==> src/rtl/mult_acc_pipe.sv <==
// Pipelined multiply-accumulate over tagged sample groups, with clock-enable stall.
// Define MULT_ACC_SAT_EN to saturate the group accumulator instead of wrapping.
module mult_acc_pipe #(
    parameter int ASIZE       = 16,
    parameter int BSIZE       = 16,
    parameter int A_SIGNED    = 0,
    parameter int B_SIGNED    = 0,
    parameter int PIPE_STAGES = 3,
    parameter int ACC_SIZE    = 40
) (
    input  logic                     clk,
    input  logic                     rst,
    input  logic                     ce,
    input  logic                     in_valid,
    input  logic                     in_first,
    input  logic                     in_last,
    input  logic [ASIZE-1:0]         a,
    input  logic [BSIZE-1:0]         b,
    output logic [ASIZE+BSIZE-1:0]   p,
    output logic                     p_valid,
    output logic [ACC_SIZE-1:0]      acc,
    output logic                     acc_valid,
    output logic                     acc_ovf
);
    localparam int PW       = ASIZE + BSIZE;
    localparam int AW       = ACC_SIZE;
    localparam bit P_SIGNED = (A_SIGNED != 0) || (B_SIGNED != 0);

    logic [PW-1:0] w_a_ext;
    logic [PW-1:0] w_b_ext;
    logic [PW-1:0] w_prod;

    // Extending both operands to the full product width makes one modular multiply exact for any sign mix.
    always_comb begin
        w_a_ext            = {PW{(A_SIGNED != 0) && a[ASIZE-1]}};
        w_a_ext[ASIZE-1:0] = a;
        w_b_ext            = {PW{(B_SIGNED != 0) && b[BSIZE-1]}};
        w_b_ext[BSIZE-1:0] = b;
        w_prod             = w_a_ext * w_b_ext;
    end

    logic [PW-1:0]          r_pipe_p [PIPE_STAGES];
    logic [PIPE_STAGES-1:0] r_pipe_v;
    logic [PIPE_STAGES-1:0] r_pipe_f;
    logic [PIPE_STAGES-1:0] r_pipe_l;

    always_ff @(posedge clk) begin
        if (rst) begin
            for (int i = 0; i < PIPE_STAGES; i++) begin
                r_pipe_p[i] <= '0;
            end
            r_pipe_v <= '0;
            r_pipe_f <= '0;
            r_pipe_l <= '0;
        end else if (ce) begin
            r_pipe_p[0] <= w_prod;
            r_pipe_v[0] <= in_valid;
            r_pipe_f[0] <= in_first;
            r_pipe_l[0] <= in_last;
            for (int i = 1; i < PIPE_STAGES; i++) begin
                r_pipe_p[i] <= r_pipe_p[i-1];
                r_pipe_v[i] <= r_pipe_v[i-1];
                r_pipe_f[i] <= r_pipe_f[i-1];
                r_pipe_l[i] <= r_pipe_l[i-1];
            end
        end
    end

    logic [PW-1:0] w_p;
    logic          w_pv;
    logic          w_pf;
    logic          w_pl;

    assign w_p     = r_pipe_p[PIPE_STAGES-1];
    assign w_pv    = r_pipe_v[PIPE_STAGES-1];
    assign w_pf    = r_pipe_f[PIPE_STAGES-1];
    assign w_pl    = r_pipe_l[PIPE_STAGES-1];
    assign p       = w_p;
    assign p_valid = w_pv;

    logic [AW-1:0] r_run;
    logic          r_ovf;
    logic [AW-1:0] w_pext;
    logic [AW-1:0] w_base;
    logic [AW:0]   w_sum_full;
    logic [AW-1:0] w_sum;
    logic [AW-1:0] w_run_next;
    logic          w_ovf_prev;
    logic          w_ovf_step;
    logic          w_ovf_next;

    // A first-tagged sample restarts from zero, so its own add can never overflow.
    always_comb begin
        w_pext         = {AW{P_SIGNED && w_p[PW-1]}};
        w_pext[PW-1:0] = w_p;
        w_base         = w_pf ? '0 : r_run;
        w_ovf_prev     = w_pf ? 1'b0 : r_ovf;
        w_sum_full     = {1'b0, w_base} + {1'b0, w_pext};
        w_sum          = w_sum_full[AW-1:0];
        if (P_SIGNED) begin
            w_ovf_step = (w_base[AW-1] == w_pext[AW-1]) && (w_sum[AW-1] != w_base[AW-1]);
        end else begin
            w_ovf_step = w_sum_full[AW];
        end
        w_ovf_next = w_ovf_prev || w_ovf_step;
`ifdef MULT_ACC_SAT_EN
        if (w_ovf_prev) begin
            w_run_next = r_run;
        end else if (w_ovf_step) begin
            if (!P_SIGNED) begin
                w_run_next = '1;
            end else if (w_pext[AW-1]) begin
                w_run_next = {1'b1, {(AW-1){1'b0}}};
            end else begin
                w_run_next = {1'b0, {(AW-1){1'b1}}};
            end
        end else begin
            w_run_next = w_sum;
        end
`else
        w_run_next = w_sum;
`endif
    end

    logic [AW-1:0] r_acc;
    logic          r_acc_valid;
    logic          r_acc_ovf;

    always_ff @(posedge clk) begin
        if (rst) begin
            r_run       <= '0;
            r_ovf       <= 1'b0;
            r_acc       <= '0;
            r_acc_valid <= 1'b0;
            r_acc_ovf   <= 1'b0;
        end else if (ce) begin
            r_acc_valid <= w_pv && w_pl;
            if (w_pv) begin
                r_run <= w_run_next;
                if (w_pl) begin
                    r_acc     <= w_run_next;
                    r_acc_ovf <= w_ovf_next;
                    r_ovf     <= 1'b0;
                end else begin
                    r_ovf <= w_ovf_next;
                end
            end
        end
    end

    assign acc       = r_acc;
    assign acc_valid = r_acc_valid;
    assign acc_ovf   = r_acc_ovf;

endmodule
==> config.mk <==
export PLATFORM = sky130hd
export DESIGN_NAME = mult_acc_pipe
export DESIGN_NICKNAME = d
export VERILOG_FILES = /design/src/rtl/mult_acc_pipe.sv
export SDC_FILE = /design/constraint.sdc
export NUM_CORES = 1
export LEC_CHECK = 0
export CAP_MARGIN = 20
export CORE_UTILIZATION = 55
export CTS_CLUSTER_DIAMETER = 50
export DETAILED_ROUTE_END_ITERATION = 6
export GPL_TIMING_DRIVEN = 0
export PLACE_DENSITY = 0.75
export SLEW_MARGIN = 20
export SYNTH_ARGS = -nofsm -noshare
export SYNTH_HDL_FRONTEND = slang
export SYNTH_SLANG_ARGS = --single-unit
export TNS_END_PERCENT = 10
==> constraint.sdc <==
create_clock -name clk -period 8.7 [get_ports clk]
set_clock_uncertainty 0.05 [all_clocks]
set_input_delay 1.74 -clock clk [delete_from_list [all_inputs] [get_ports clk]]
set_output_delay 1.74 -clock clk [all_outputs]
set_load 0.01 [all_outputs]
Yosys cells after proc, flatten, opt, wreduce, memory -nomap -nowiden
Memory sizes are Yosys's and may differ from the RTL's.
Index checks and enable logic that the tools add are counted.
- multipliers: 1
- bitwise gates (word level): 3
- reduce and logical (&&, ||, !) cells: 4
- mux-type cells: 11
- add/sub/neg operators: 1
- operators with widths (operator ; count):
    32-bit two-way mux ; 3
    40-bit by 32-bit adder with 41-bit output ; 1
    40-bit two-way mux ; 1
    16-bit by 16-bit multiplier with 32-bit output ; 1
    1-bit two-way mux ; 7
    1-bit bitwise OR ; 3
    3-bit AND reduction ; 1
    2-bit AND reduction ; 1
    1-bit logical AND ; 1
    1-bit logical OR ; 1
- input bits: 38
- memories: 1
- bits in writable memories: 96
- output and inout port bits: 75
- register bits: 92
- memory list (name ; depth ; width ; read ports ; clocked after memory_dff ; wr ports ; line ; text):
    r_pipe_p ; 3 ; 32 ; 3 ; 0 ; 3 ; 42 ; logic [PW-1:0] r_pipe_p [PIPE_STAGES];

Depth between registers and ports, before layout
- word-level depth: 4
- mapped depth: 23
- depth with buffers taken out: 22

Least setup slack after synthesis
OpenSTA, ideal clock, no wires.
- kind: input -> register
- start point: input port a[7]
- end point: memory r_pipe_p[0][28] (netlist name), data pin
- setup time: 259 ps
- setup slack: 1280 ps
- stages: 22
- arrival: 7111 ps
- required time: 8391 ps
- path through: clkbuf_1 nand2_1 fa_1 inv_1 fa_1 inv_1 fa_1 inv_1 fa_1 fa_1 inv_1 fa_1 inv_1 ha_1 a21oi_1 o21a_1 o21ai_0 a221o_1 a41o_1 o41ai_2 nor4_1 a211o_1
- RTL lines (item ; line ; text):
    start: declaration ; 17 ; input logic [ASIZE-1:0] a,
    end: declaration ; 42 ;

==> out/metrics.yaml <==
timing:
  max_slew.worst_pin.slew_ps: 830
  finalHoldViolCount: 0
  setup_violations: 0
  max_slew_margin_pct: 44.7
  period_share_pct: 97.6
  rsz0062_at_grt: "no"
  drv_slew: 0
  fin_crit_ps: 8490
  fmax_ghz: 0.118
grt:
  grt_use_met2_pct: 50.4
  track_usage_pct: 28.0
  groute.layer.met1.usage_pct: 33.5
  use_met3_pct: 3.67
  antenna_found_initial: 0
  busiest_layer: "met2"
  grt_pass1_wl_mm: 72.1
  grt_pass1_vias: 14200
  grt_overflow_total: 0
  grt_max_degree: 57
clock_network:
  cts.path.max_buffers: 2
  cts_sinks: 188
  cts_buffers: 17
  cts_tree: "done"
  insertion_delay_ps: 450
  cts-root-buf: "clkbuf_16"
  cts_max_level: 4
  cts.clk_slew.worst_paths_ps: 80
place:
  io_buffers: 111
  gp_congestion: 0.966
  place_hpwl_mm: 36.5
  dp_cells: 2444
  dpl_cell_area_mm2: 0.0195
final_layout:
  final_util_pct: 63.4
  num_antenna_cells: 0
  drive_gt1_share_pct: 5.01
  layout_common_cells: "265 x nand2_1, 248 x inv_1, 195 x fa_1, 187 x and2_1, 136 x ha_1"
  syn_to_final_growth_pct: 12.8
  final_area_mm2: 0.0201
  nets: 2430
  final_cells: 2476
  layout_commonest_cell: "nand2_1"
logic_synthesis:
  synth_area_mm2: 0.0178
  ys_seq_area_share_pct: 26.5
  yosysUniqueCellTypes: 75
  synthesis.nets: 2299
  async_reset_ff_share_pct: 0
  syn_inst: 1930
  avgSynthCellArea_um2: 9.24
  synth-edff-count: 96
  synth-seq-cells: 188
  synth_flop_cell: "edfxtp_1"
  yosysWarnings: 0
floorplan:
  start_util_pct: 56.2
  dieArea_mm2: 0.0331
  core_mm2: 0.0317
  die_h_um: 182
  num_io_pins: 113
  rows: 65
  die_w_um: 182
routing:
  wl_per_cell_um: 18.4
  drt-total-wl_mm: 45.4
  drt_iter0_markers: 1133
  drc_errors: 0
  viasPerCell: 5.67
  antenna_left: 0
  vias: 14000
  dr.pass1.iters: 7
power_and_ir_drop:
  p_leak_nw: 9.12
  cellPowerDensity_mw_per_mm2: 326
  ir_drop_v: 0.000350
critical_path:
  path_class: "input port to flip-flop"
  reg2reg_slack_ps: 3940
  worstPathRequired_ps: 8830
  endpoint_kind: "flip-flop"
  crit_fanout: 10
  cp.arrival_ps: 8620
  cp-start-kind: "input port"
min_path:
  worstHoldPathType: "flip-flop to flip-flop"
run_status:
  status: "completed"
job:
  maxCapViolCount: 0
==> area by class of cell <==
type                       count  area (um2)
buffer                       124         617
clock buffer                  17         425
clock inverter                15         194
fill                        2689       11600
inverter                     248         931
multi-input combinational   1370       11600
sequential                   188        4720
tap                          402         503
timing repair buffer         112        1140
==> metal layers <==
metal	vias to the layer above	routed length [um]	share of wire (%)
li1	6521	-	-
met1	6822	17800	39
met2	575	23000	51
met3	117	2950	6.5
met4	0	1740	3.8
met5	-	0	0
==> final timing paths <==
path                                  start  cells after the start               to
worst max-delay path                   a[4]                     21  r_pipe_p[0][31]
worst max register to register  r_pipe_f[2]                     13          acc[29]
worst min register to register     r_run[3]                      2         r_run[3]
worst min-delay path               r_run[3]                      2         r_run[3]
==> critical path, cell delays in order <==
cell	delay, ps
clkdlybuf4s50_1	730
clkbuf_1	510
nand2_1	150
fa_1	510
inv_1	50
fa_1	580
fa_1	450
fa_1	490
fa_1	510
inv_1	50
fa_1	540
inv_1	70
ha_1	390
a21oi_1	130
o21bai_1	140
a21oi_1	100
o211a_1	260
a2111oi_1	650
a31oi_1	190
xnor2_1	260
nor2_1	90
==> flip-flops by register name, summed over array words and instances, names as in the netlist <==
| register | cells |
|---|---|
| r_pipe_l | 3 |
| r_pipe_v | 3 |
| acc_ovf | 1 |
| acc_valid | 1 |
| r_pipe_p | 96 |
| r_ovf | 1 |
| r_pipe_f | 3 |
| acc | 40 |
| r_run | 40 |
==> cells in the mapped netlist (all sizes together), types with 7 or more instances <==
library cell | n | area (um2)
or3 | 7 | 43.8
and2 | 187 | 1170
nor2 | 85 | 319
nand3b | 16 | 120
o21a | 10 | 75.1
edfxtp | 96 | 2880
mux2i | 13 | 130
a211o | 10 | 87.6
o211ai | 7 | 52.6
clkbuf | 81 | 304
nor3b | 8 | 60.1
and3 | 14 | 87.6
a311oi | 7 | 80.1
nand2 | 265 | 995
dfxtp | 92 | 1840
o21bai | 11 | 82.6
inv | 248 | 931
nor2b | 37 | 231
xnor2 | 26 | 228
ha | 136 | 1700
buf | 43 | 293
nand3 | 19 | 95.1
a31oi | 13 | 81.3
a211oi | 22 | 188
o21ai | 47 | 243
fa | 195 | 3900
xor2 | 19 | 166
a21o | 26 | 195
nand2b | 14 | 87.6
nor3 | 16 | 80.1
a21oi | 97 | 497
==> cell families after synthesis <==
family / count (synthesis) / share of synthesized area [%]
xor+xnor: 45 / 2.21
mux: 14 / 0.793
compound gates: 285 / 10.9
flops: 188 / 26.5
fa+ha+maj: 331 / 31.4
simple gates: 695 / 19.6
buf+inv: 372 / 8.57
==> stage by stage <==
step / setup WS [ps] / hold slack (ps) / power (W) / setup TNS (ps)
after floorplan: 1280 / 382 / 0.00451 / 0
after detailed placement: -432 / 392 / 0.00574 / -1720
after global placement: -398 / 388 / 0.00566 / -1410
after CTS: 21.8 / 402 / 0.00657 / 0
after global routing: 0.960 / 424 / 0.00717 / 0
final: 213 / 401 / 0.00657 / 0
==> power by group <==
part           internal [W]  switching, W
sequential          0.00108     0.0000289
combinational       0.00191       0.00275
clock              0.000399      0.000401
==> repair_timing <==
item,in CTS,in global routing
gates resized for setup,0,33
endpoints found under the setup margin,0,6
hold buffers,0,0
hold endpoints to repair,0,0
setup buffers,0,0
Power figures use the tool's default switching activity.
